**config.mk**
```make
export PLATFORM = sky130hd
export DESIGN_NAME = intersection_ctrl
export DESIGN_NICKNAME = d
export VERILOG_FILES = /design/src/rtl/intersection_ctrl.sv
export SDC_FILE = /design/constraint.sdc
export NUM_CORES = 1
export LEC_CHECK = 0
export ABC_AREA = 1
export ABC_CLOCK_PERIOD_IN_PS = 2500
export BUFFER_PORTS_ARGS = -buffer_cell sky130_fd_sc_hd__buf_2
export CORE_MARGIN = 4
export CORE_UTILIZATION = 60
export CTS_CLUSTER_SIZE = 14
export DETAILED_ROUTE_END_ITERATION = 6
export PLACE_DENSITY = 0.91
export SYNTH_ARGS = -nofsm -noshare
export SYNTH_HDL_FRONTEND = slang
export SYNTH_SLANG_ARGS = --single-unit
```
**constraint.sdc**
```tcl
create_clock -name clk -period 2.5 [get_ports clk]
set_input_delay 0.375 -clock clk [delete_from_list [all_inputs] [get_ports clk]]
set_output_delay 0.375 -clock clk [all_outputs]
set_load 0.1 [all_outputs]
```
**src/rtl/intersection_ctrl.sv**
```systemverilog
// Two-way traffic intersection controller: fixed green/yellow/all-red cycle with
// cross-request green shortening and a flashing-yellow fault mode.
module intersection_ctrl #(
  parameter int unsigned T_GREEN  = 60,
  parameter int unsigned T_SHORT  = 10,
  parameter int unsigned T_YELLOW = 5,
  parameter int unsigned T_ALLRED = 2,
  parameter int unsigned T_FLASH  = 4
) (
  input  logic       clk,
  input  logic       rst_n,
  input  logic       ns_req,
  input  logic       ew_req,
  input  logic       flash,
  output logic       ns_red,
  output logic       ns_yellow,
  output logic       ns_green,
  output logic       ew_red,
  output logic       ew_yellow,
  output logic       ew_green,
  output logic [2:0] phase,
  output logic [7:0] timer
);

  typedef enum logic [2:0] {
    StInitRed  = 3'd0,
    StNsGreen  = 3'd1,
    StNsYellow = 3'd2,
    StAllRed1  = 3'd3,
    StEwGreen  = 3'd4,
    StEwYellow = 3'd5,
    StAllRed2  = 3'd6,
    StFlash    = 3'd7
  } state_e;

  localparam logic [7:0] TGreen  = 8'(T_GREEN);
  localparam logic [7:0] TShort  = 8'(T_SHORT);
  localparam logic [7:0] TYellow = 8'(T_YELLOW);
  localparam logic [7:0] TAllRed = 8'(T_ALLRED);
  localparam logic [7:0] TFlash  = 8'(T_FLASH);

  // Lamp vector order: {ns_red, ns_yellow, ns_green, ew_red, ew_yellow, ew_green}
  localparam logic [5:0] LampRedRed    = 6'b100_100;
  localparam logic [5:0] LampNsGreen   = 6'b001_100;
  localparam logic [5:0] LampNsYellow  = 6'b010_100;
  localparam logic [5:0] LampEwGreen   = 6'b100_001;
  localparam logic [5:0] LampEwYellow  = 6'b100_010;

  state_e     state_q, state_d;
  logic [7:0] timer_q, timer_d;
  logic       ns_pend_q, ns_pend_d;
  logic       ew_pend_q, ew_pend_d;
  logic [5:0] lamps_q, lamps_d;
  logic       expire;
  logic       flash_yel;

  assign expire = (timer_q == 8'd1);

  always_comb begin
    state_d = state_q;
    timer_d = timer_q - 8'd1;
    if (flash) begin
      // Fault mode outranks expiry and shortening.
      if (state_q != StFlash) begin
        state_d = StFlash;
        timer_d = TFlash;
      end else if (expire) begin
        timer_d = TFlash;
      end
    end else begin
      unique case (state_q)
        StInitRed: begin
          if (expire) begin
            state_d = StNsGreen;
            timer_d = TGreen;
          end
        end
        StNsGreen: begin
          if (expire) begin
            state_d = StNsYellow;
            timer_d = TYellow;
          end else if ((ew_req || ew_pend_q) && (timer_q > TShort)) begin
            timer_d = TShort;
          end
        end
        StNsYellow: begin
          if (expire) begin
            state_d = StAllRed1;
            timer_d = TAllRed;
          end
        end
        StAllRed1: begin
          if (expire) begin
            state_d = StEwGreen;
            timer_d = TGreen;
          end
        end
        StEwGreen: begin
          if (expire) begin
            state_d = StEwYellow;
            timer_d = TYellow;
          end else if ((ns_req || ns_pend_q) && (timer_q > TShort)) begin
            timer_d = TShort;
          end
        end
        StEwYellow: begin
          if (expire) begin
            state_d = StAllRed2;
            timer_d = TAllRed;
          end
        end
        StAllRed2: begin
          if (expire) begin
            state_d = StNsGreen;
            timer_d = TGreen;
          end
        end
        StFlash: begin
          state_d = StInitRed;
          timer_d = TAllRed;
        end
        default: begin
          state_d = StInitRed;
          timer_d = TAllRed;
        end
      endcase
    end
  end

  // Entry into a direction's green clears its pending flag, even against a same-cycle request.
  always_comb begin
    ns_pend_d = ns_pend_q;
    ew_pend_d = ew_pend_q;
    if (ns_req && (state_q != StNsGreen)) ns_pend_d = 1'b1;
    if (ew_req && (state_q != StEwGreen)) ew_pend_d = 1'b1;
    if ((state_d == StNsGreen) && (state_q != StNsGreen)) ns_pend_d = 1'b0;
    if ((state_d == StEwGreen) && (state_q != StEwGreen)) ew_pend_d = 1'b0;
  end

  // Flash yellows start dark on entry and toggle together on each timer reload.
  assign flash_yel = (state_q != StFlash) ? 1'b0 : (expire ? ~lamps_q[4] : lamps_q[4]);

  always_comb begin
    lamps_d = LampRedRed;
    unique case (state_d)
      StNsGreen:  lamps_d = LampNsGreen;
      StNsYellow: lamps_d = LampNsYellow;
      StEwGreen:  lamps_d = LampEwGreen;
      StEwYellow: lamps_d = LampEwYellow;
      StFlash:    lamps_d = {1'b0, flash_yel, 1'b0, 1'b0, flash_yel, 1'b0};
      default:    lamps_d = LampRedRed;
    endcase
  end

  always_ff @(posedge clk or negedge rst_n) begin
    if (!rst_n) begin
      state_q   <= StInitRed;
      timer_q   <= TAllRed;
      ns_pend_q <= 1'b0;
      ew_pend_q <= 1'b0;
      lamps_q   <= LampRedRed;
    end else begin
      state_q   <= state_d;
      timer_q   <= timer_d;
      ns_pend_q <= ns_pend_d;
      ew_pend_q <= ew_pend_d;
      lamps_q   <= lamps_d;
    end
  end

  assign {ns_red, ns_yellow, ns_green, ew_red, ew_yellow, ew_green} = lamps_q;
  assign phase = state_q;
  assign timer = timer_q;

endmodule
```
Word-level counts from Yosys, hierarchy flattened
Cells that the tools add are included.
{"block": "word_totals", "ff_bits": 19, "word_cells": 64, "out_inout_bits": 17, "inputBits": 5}
{"block": "classes", "add_sub_neg": 1, "n_reduce_logical": 14, "order_cmp": 1, "n_bitwise": 1, "muxes": 26, "eq_ne": 16}
{"op": "two-way mux 8 bit", "count": 9}
{"op": "one-hot mux 8 bit (5 select lines)", "count": 1}
{"op": "one-hot mux 6 bit (5 select lines)", "count": 1}
{"op": "two-way mux 3 bit", "count": 8}
{"op": "equality test 3 bit (second input constant)", "count": 7}
{"op": "one-hot mux 3 bit (7 select lines)", "count": 1}
{"op": "equality test 3 x 2 -> 1 bit (second input constant)", "count": 3}
{"op": "equality test 8 x 1 -> 1 bit (second input constant)", "count": 1}
{"op": "greater-than comparator 8 x 4 -> 1 bit (second input constant)", "count": 1}
{"op": "subtractor 8 x 1 -> 8 bit (second input constant)", "count": 1}
{"op": "equality test 3 x 1 -> 1 bit (second input constant)", "count": 2}
{"op": "logical AND 1 bit", "count": 6}
{"op": "two-way mux 1 bit", "count": 6}
{"op": "inequality test 3 bit (second input constant)", "count": 2}
{"op": "nonzero test 2 bit", "count": 2}
{"op": "OR reduction 2 bit", "count": 2}
{"op": "logical NOT 3 bit", "count": 1}
{"op": "inequality test 3 x 1 -> 1 bit (second input constant)", "count": 1}
{"op": "OR reduction 3 bit", "count": 1}
{"op": "logical OR 1 bit", "count": 2}
{"op": "inverter 1 bit", "count": 1}

Longest topological paths before layout
Gate-level depths: netlist of the first run.
{"block": "depth", "depth_word": 7, "ltp_mapped": 14, "ltp_nobuf": 13}

Worst setup path after synthesis of the first run
OpenSTA, ideal clock, no wires.
{"block": "synth_path", "path_type": "register -> register", "startpoint": "reg timer_q[0] (netlist: timer[0])", "endpoint": "reg timer_q[0] (netlist: timer[0])", "arrival_time_ps": 2146, "setup_time_ps": 121, "stages_incl_launch_ff": 11, "setup_slack_ps": 233, "n_path_buf": 0, "t_required_ps": 2379, "period_less_slack_ps": 2267, "path_cell_list": "dfrtp_1 inv_1 ha_1 inv_1 nor2_1 o21ai_0 o21ai_0 nor2_1 nand2_1 a21oi_1 nor2_1"}
{"block": "synth_between", "elab_chain_cells": 6, "word_cells_on_any_way": 15, "classes_between": "1 x add/sub; 1 x order compare; 1 x eq/ne; 10 x mux; 2 x reduce/logical"}
{"item": "start: declaration", "line_no": "50", "text": "logic [7:0] timer_q, timer_d;"}
{"item": "start signal: assignment", "line_no": "158", "text": "timer_q <= TAllRed;"}
{"item": "start signal: assignment", "line_no": "164", "text": "timer_q <= timer_d;"}
{"item": "greater-than comparator 8 x 4 -> 1 bit", "line_no": "82, 102"}
{"item": "logical AND 1 bit, on equally long branches", "line_no": "102, 82"}
{"item": "two-way mux 8 bit, on equally long branches", "line_no": "102, 82"}
{"item": "two-way mux 8 bit, on equally long branches", "line_no": "99, 79"}
{"item": "one-hot mux 8 bit (5 select lines)", "line_no": "71", "text": "unique case (state_q)"}
{"item": "two-way mux 8 bit *", "line_no": "62", "text": "if (flash) begin"}
{"item": "net timer_d[0]", "line_no": "50"}
Mark *: on every way through the listed nets, which the timed path passes. The rest lies on a longest branch.
A chain may end at the register's enable or synchronous reset.

Worst setup path after layout of the first run
{"block": "layout_path", "startpoint": "reg timer_q[2] (netlist: timer[2])", "endpoint": "reg lamps_q[5]"}
{"block": "layout_between", "elab_chain_cells": 6, "word_cells_on_any_way": 15, "classes_between": "6 x eq/ne; 9 x mux"}
{"item": "equality test 8 x 1 -> 1 bit *", "line_no": "57", "text": "assign expire = (timer_q == 8'd1);"}
{"item": "two-way mux 3 bit (tied with other cells)", "line_no": "73, 113"}
{"item": "one-hot mux 3 bit (7 select lines) *", "line_no": "71"}
{"item": "two-way mux 3 bit *", "line_no": "62"}
{"item": "net state_d[1]", "line_no": "49", "text": "state_e state_q, state_d;"}
{"item": "equality test 3 bit (tied with other cells)", "line_no": "145", "text": "unique case (state_d)"}
{"item": "one-hot mux 6 bit (5 select lines) *", "line_no": "145"}
{"item": "net lamps_d[5]", "line_no": "53", "text": "logic [5:0] lamps_q, lamps_d;"}
{"item": "end signal: assignment", "line_no": "161", "text": "lamps_q <= LampRedRed;"}
{"item": "end signal: assignment", "line_no": "167", "text": "lamps_q <= lamps_d;"}
{"item": "end: declaration", "line_no": "53"}
Marked as above.

==> results of run 1 <==
==> repair_timing <==
action / CTS / global route
hold endpoints to repair: 9 / 0
hold buffers: 1 / 0
endpoints found under the setup margin: 0 / 0
==> flip-flops by register name, summed over array words and instances (netlist names) <==
name       count
ew_pend_q      1
lamps_q        6
ns_pend_q      1
phase          3
timer          8
==> synthesized netlist by cell type <==
cell / number / share of area
nor2_8: 1 / 0.015
a21o_1: 1 / 0.0055
or2_1: 1 / 0.0046
dfrtp_1: 16 / 0.29
nand2_1: 47 / 0.13
a21oi_2: 1 / 0.0064
inv_1: 21 / 0.057
nor2_4: 1 / 0.0082
nor2_2: 3 / 0.014
buf_4: 1 / 0.0055
a21oi_1: 8 / 0.029
nand3_4: 1 / 0.013
nand3b_1: 1 / 0.0055
nand2_2: 5 / 0.023
nand3_1: 12 / 0.044
nand2_4: 5 / 0.041
inv_2: 2 / 0.0055
o21ai_0: 11 / 0.040
ha_1: 3 / 0.027
o21ai_4: 1 / 0.012
o21a_1: 2 / 0.011
xor2_1: 3 / 0.019
nor3_1: 3 / 0.011
nand4_1: 1 / 0.0046
o31ai_1: 2 / 0.011
dfstp_2: 3 / 0.057
nand3_2: 1 / 0.0073
a31o_2: 1 / 0.0064
buf_6: 4 / 0.033
nor2_1: 23 / 0.063
==> final timing paths <==
path	start	end	slack [ns]	depth (start not counted)
min	flash	timer[2]	0.33	3
min in group asynchronous	rst_n	ns_pend_q	0.52	2
min reg2reg	ns_pend_q	ns_pend_q	0.53	2
max in group asynchronous	rst_n	timer[1]	1.65	2
max	timer[2]	lamps_q[5]	0.52	11
max reg2reg	timer[2]	lamps_q[5]	0.52	11
==> critical path, stage by stage (launching register included) <==
cell,delay [ns]
dfrtp_1,0.47
nor2_4,0.18
nand2_2,0.08
nor2_2,0.48
nand3_1,0.18
nand2_1,0.12
inv_1,0.08
nand2_4,0.10
nand2_1,0.07
nand2_2,0.06
nand3_1,0.07
nand2_1,0.06
==> through the flow <==
step	hold slack, ns	area (sq um)	cells	utilization	setup slack (ns)
2_1_floorplan	0.0794	1370	185	-	0.233
3_3_place_gp	0.322	1460	229	0.666	0.627
3_5_place_dp	0.335	1460	229	0.666	0.503
4_1_cts	0.320	1500	234	0.683	0.490
5_1_grt	0.340	1500	234	0.683	0.288
6_report	0.325	1500	234	0.683	0.517
==> cell type report <==
class,instances,area (sq um),share of cell area
clock buffers,3,22.5,0.0151
clock inverters,1,5.00,0.00334
inverters,23,86.3,0.0577
multi-input cells,138,753,0.503
flip-flops and latches,19,479,0.320
well taps,28,35.0,0.0234
repair buffers,22,115,0.0769
==> cells in the final DEF (no fill, tap or decap) <==
| master | netlist | routed |
|---|---|---|
| nand2_1 | 47 | 47 |
| nor2_1 | 23 | 23 |
| inv_1 | 21 | 21 |
| buf_2 | 0 | 21 |
| dfrtp_1 | 16 | 16 |
| nand3_1 | 12 | 12 |
| o21ai_0 | 11 | 11 |
| a21oi_1 | 8 | 8 |
| nand2_2 | 5 | 5 |
| nand2_4 | 5 | 5 |
| nor2_2 | 3 | 3 |
| nor3_1 | 3 | 3 |
| xor2_1 | 3 | 3 |
| ha_1 | 3 | 3 |
| clkbuf_4 | 0 | 3 |
| dfstp_2 | 3 | 3 |
| o21a_1 | 2 | 2 |
| o31ai_1 | 2 | 2 |
| inv_2 | 2 | 2 |
| nor2_4 | 1 | 1 |
| a21oi_2 | 1 | 1 |
| a31o_2 | 1 | 1 |
| nand4_1 | 1 | 1 |
| or2_1 | 1 | 1 |
| nand3b_1 | 1 | 1 |
| o21ai_4 | 1 | 1 |
| nand3_4 | 1 | 1 |
| nor2_8 | 1 | 1 |
| nand3_2 | 1 | 1 |
| a21o_1 | 1 | 1 |
| clkinv_2 | 0 | 1 |
| dlygate4sd3_1 | 0 | 1 |
==> routing by layer <==
metal	global-route usage	up-vias	wire, microns
met5	0	-	0
met4	0.111	0	89
met3	0.0464	10	106
met2	0.363	27	1590
met1	0.242	587	1220
li1	-	629	-
==> logic make-up (layout without fill, tap and decap cells) <==
group	count (synthesis)	after routing	synth area share
AOI/OAI and AO/OA	27	27	0.121
and+or+nand+nor	105	105	0.381
adders and majority gates	3	3	0.0274
xor gates and xnor gates	3	3	0.0192
buffers and inverters	28	49	0.101
DFF	19	19	0.349
==> summary.txt, run 1 <==
grt ovf - 0
Avg Cell Area, Syn - 7.41 sq um
# IOs - 22
Routed wire per std cell - 12.9 microns
detailed placement HPWL - 2390 microns
clock skew - 0.00661 ns
Final Cycle Share - 0.793
final hold violation count - 0
average via count per standard cell - 5.35
Max-cap violations - 0
number of diodes - 0
CTS buffer count - 3
DIE AREA - 3110 sq um
largest net degree at the start of global routing - 20
worst skew pair latency - 0.31 ns
overall routed net length - 3010 microns
CTS tree - built
arrival time at the worst endpoint - 2.25 ns
FMAX - 0.504 GHz
DRC - 0
Worst Setup Start Kind - flip-flop
postcts setup bufs - 0
Die Ht - 55.8 microns
area grow syn2layout - 9.12%
Rows - 17
Final Max Slew Viols - 0
fin nets - 215
router iterations before antenna repair - 4
final setup fails - 0
clock slew at reported path FFs - 0.11 ns
DR vias - 1,253
Synth Warn # - 0
Slew HR - 0.606
RSZ-0062 raised after global routing - no
crit path kind - flip-flop to flip-flop
worst-path maximum fanout - 11
# resized after CTS - 0
Worst Path Required - 2.76 ns
Max Root-Sink Buffers - 2
HP Class - primary input to flip-flop
post-synthesis sequential area ratio - 0.349
setup tns final - 0 ns
initial antenna violation count - 0
Distinct cells, synth - 30
share of layout cells above drive strength 1 - 0.243
# fillers - 186
Die X - 55.8 microns
clock root cell - clkbuf_4
placer congestion estimate - 0.965
vias in the first global route - 1,206
register bit count reported by yosys - 19
clock sink total - 19
first-pass GRT wire length - 5200 microns
post-synthesis instance total - 185
crit end category - flip-flop
Worst Max-Slew Pin Slew - 0.590 ns
GRT Util Overall - 0.211
Port Buffers - 21
mapped cell area - 1370 sq um
Final min period - 1.98 ns
antenna-violating nets left - 0
syn nets - 193
Initial Util - 0.626
core area - 2190 sq um
CTS HTree Levels - 1
detailed router's first-iteration violation count - 43
status - finished clean
Power of run 1 is left out: the tool's default activity adds up to more than one toggle a clock period on the data nets, which glitch-free logic cannot reach.
==> run 2: changes to the inputs <==
ABC_CLOCK_PERIOD_IN_PS = 2050   (was 2500)
CORE_UTILIZATION = 56   (was 60)
PLACE_DENSITY = 0.86   (was 0.91)
clock period = 2.05 ns   (was 2.5 ns; I/O delays follow)
==> run 2 against run 1 <==
  * Routed wire length is 4.2% higher
  * Non-clock buffer count stayed put
  * Maximum frequency is 4.2% higher
  * Highest routed layer unchanged
==> summary.txt, run 2 (synthesized netlist as in run 1, its figures left out) <==
Worst Setup Start Kind - flip-flop (unchanged)
detailed router's first-iteration violation count - 41 (was 43)
detailed placement HPWL - 2490 microns (was 2390 microns)
Rows - 17 (unchanged)
area grow syn2layout - 10.3% (was 9.12%)
Initial Util - 0.603 (was 0.626)
vias in the first global route - 1,187 (was 1,206)
CP Buf/Inv Count - 3 (was 1)
Max-cap violations - 0 (unchanged)
crit path kind - flip-flop to flip-flop (unchanged)
# fillers - 188 (was 186)
top routing layer used - met4 (unchanged)
grt ovf - 0 (unchanged)
Die X - 57.5 microns (was 55.8 microns)
setup tns final - 0 ns (unchanged)
clock sink total - 19 (unchanged)
Worst Path Required - 2.26 ns (was 2.76 ns)
initial antenna violation count - 0 (unchanged)
GRT Util Overall - 0.200 (was 0.211)
crit end category - flip-flop (unchanged)
Most common cell on crit path - inv_1 (was nand2_1)
worst-path maximum fanout - 11 (unchanged)
final setup fails - 0 (unchanged)
CTS tree - built (unchanged)
clock root cell - clkbuf_4 (unchanged)
fin nets - 215 (unchanged)
DR WL met2 - 1670 microns (was 1590 microns)
antenna-violating nets left - 0 (unchanged)
DRC - 0 (unchanged)
Final Max Slew Viols - 0 (unchanged)
met1 wire length - 1220 microns (about the same)
Die Ht - 57.5 microns (was 55.8 microns)
Slowest-stage cell, CP - dfstp_4 (was nor2_2)
core area - 2280 sq um (was 2190 sq um)
clock skew - 0.00137 ns (was 0.00661 ns)
postcts setup bufs - 0 (unchanged)
FMAX - 0.525 GHz (was 0.504 GHz)
placer congestion estimate - 0.954 (was 0.965)
critical-path cell list - inv_1 > ha_1 > nand2_2 > inv_1 > nand2_4 > nand3_4 > nand2_4 > nor2_8 > nor2_2 > nand3_1 > nand2_1 > inv_1 (was nor2_4 > nand2_2 > nor2_2 > nand3_1 > nand2_1 > inv_1 > nand2_4 > nand2_1 > nand2_2 > nand3_1 > nand2_1)
worst skew pair latency - 0.30 ns (was 0.31 ns)
average via count per standard cell - 5.42 (was 5.35)
Top delay family on crit path - simple AND/OR/NAND/NOR gates (unchanged)
Routed wire per std cell - 13.4 microns (was 12.9 microns)
placed cells - 229 (unchanged)
Final Cycle Share - 0.928 (was 0.793)
Final min period - 1.90 ns (was 1.98 ns)
max FFs per register - 8 (unchanged)
CTS HTree Levels - 1 (unchanged)
fin cells - 234 (unchanged)
first-pass GRT wire length - 5110 microns (was 5200 microns)
most common cell after layout, fill and taps aside - nand2_1 (unchanged)
most frequent cells in the layout - nand2_1, nor2_1, inv_1, buf_2, dfrtp_1 (unchanged)
HP Class - primary input to flip-flop (unchanged)
DIE AREA - 3300 sq um (was 3110 sq um)
largest net degree at the start of global routing - 20 (unchanged)
max incr delay on CP - 0.65 ns (was 0.48 ns)
number of diodes - 0 (unchanged)
clock slew at reported path FFs - 0.11 ns (about the same)
arrival time at the worst endpoint - 2.12 ns (was 2.25 ns)
# IOs - 22 (unchanged)
overall routed net length - 3140 microns (was 3010 microns)
Port Buffers - 21 (unchanged)
final hold violation count - 0 (unchanged)
DR vias - 1,268 (was 1,253)
Worst Max-Slew Pin Slew - 0.512 ns (was 0.590 ns)
Slew HR - 0.658 (was 0.606)
DR WL met3 - 182 microns (was 106 microns)
CTS buffer count - 3 (unchanged)
Max Root-Sink Buffers - 2 (unchanged)
RSZ-0062 raised after global routing - no (unchanged)
status - finished clean (unchanged)
router iterations before antenna repair - 4 (unchanged)
share of layout cells above drive strength 1 - 0.252 (was 0.243)
## run 2: final cells by class
cell class	count	area, sq um	share of cell area
flip-flops and latches	19	485	0.321
repair buffers	22	115	0.0761
clock inverters	1	5.00	0.00331
well taps	28	35.0	0.0232
multi-input cells	138	763	0.505
inverters	23	86.3	0.0571
clock buffers	3	22.5	0.0149
## run 2: layer usage
layer  track usage  vias up
met2         0.356       51
li1              -      632
met1         0.229      577
met4         0.106        0
met5             0        -
met3        0.0249        8
## run 2: worst paths after layout
check | start | to | slack (ns) | depth (start not counted)
max | timer[1] | ew_pend_q | 0.15 | 12
min | flash | timer[2] | 0.25 | 3
max reg2reg | timer[1] | ew_pend_q | 0.15 | 12
min reg2reg | ns_pend_q | ns_pend_q | 0.54 | 2
max in group asynchronous | rst_n | lamps_q[2] | 1.27 | 2
min in group asynchronous | rst_n | lamps_q[3] | 0.45 | 2
## run 2: worst min-delay path: cells and delay by family
kind,cells,cell delay (ns)
AOI/OAI and AO/OA,1,0.06
and+or+nand+nor,1,0.05
buffers and inverters,1,0.12
## run 2: what timing repair did
item	CTS	global route
resized for setup	1	3
endpoints found under the setup margin	1	6
hold endpoints to repair	16	0
hold buffers	1	0
pin swaps	0	0
## run 2: per-stage QoR
stage / util / cell area, sq um / hold slack (ns) / setup WS (ns)
after floorplan: - / 1380 / 0.0119 / 0.0295
after global placement: 0.644 / 1470 / 0.253 / 0.135
after detailed placement: 0.644 / 1470 / 0.263 / 0.00795
after CTS: 0.662 / 1510 / 0.251 / 0.0724
after global routing: 0.665 / 1510 / 0.270 / 0.00443
final: 0.665 / 1510 / 0.254 / 0.147
Power of run 2 is left out for the same reason.
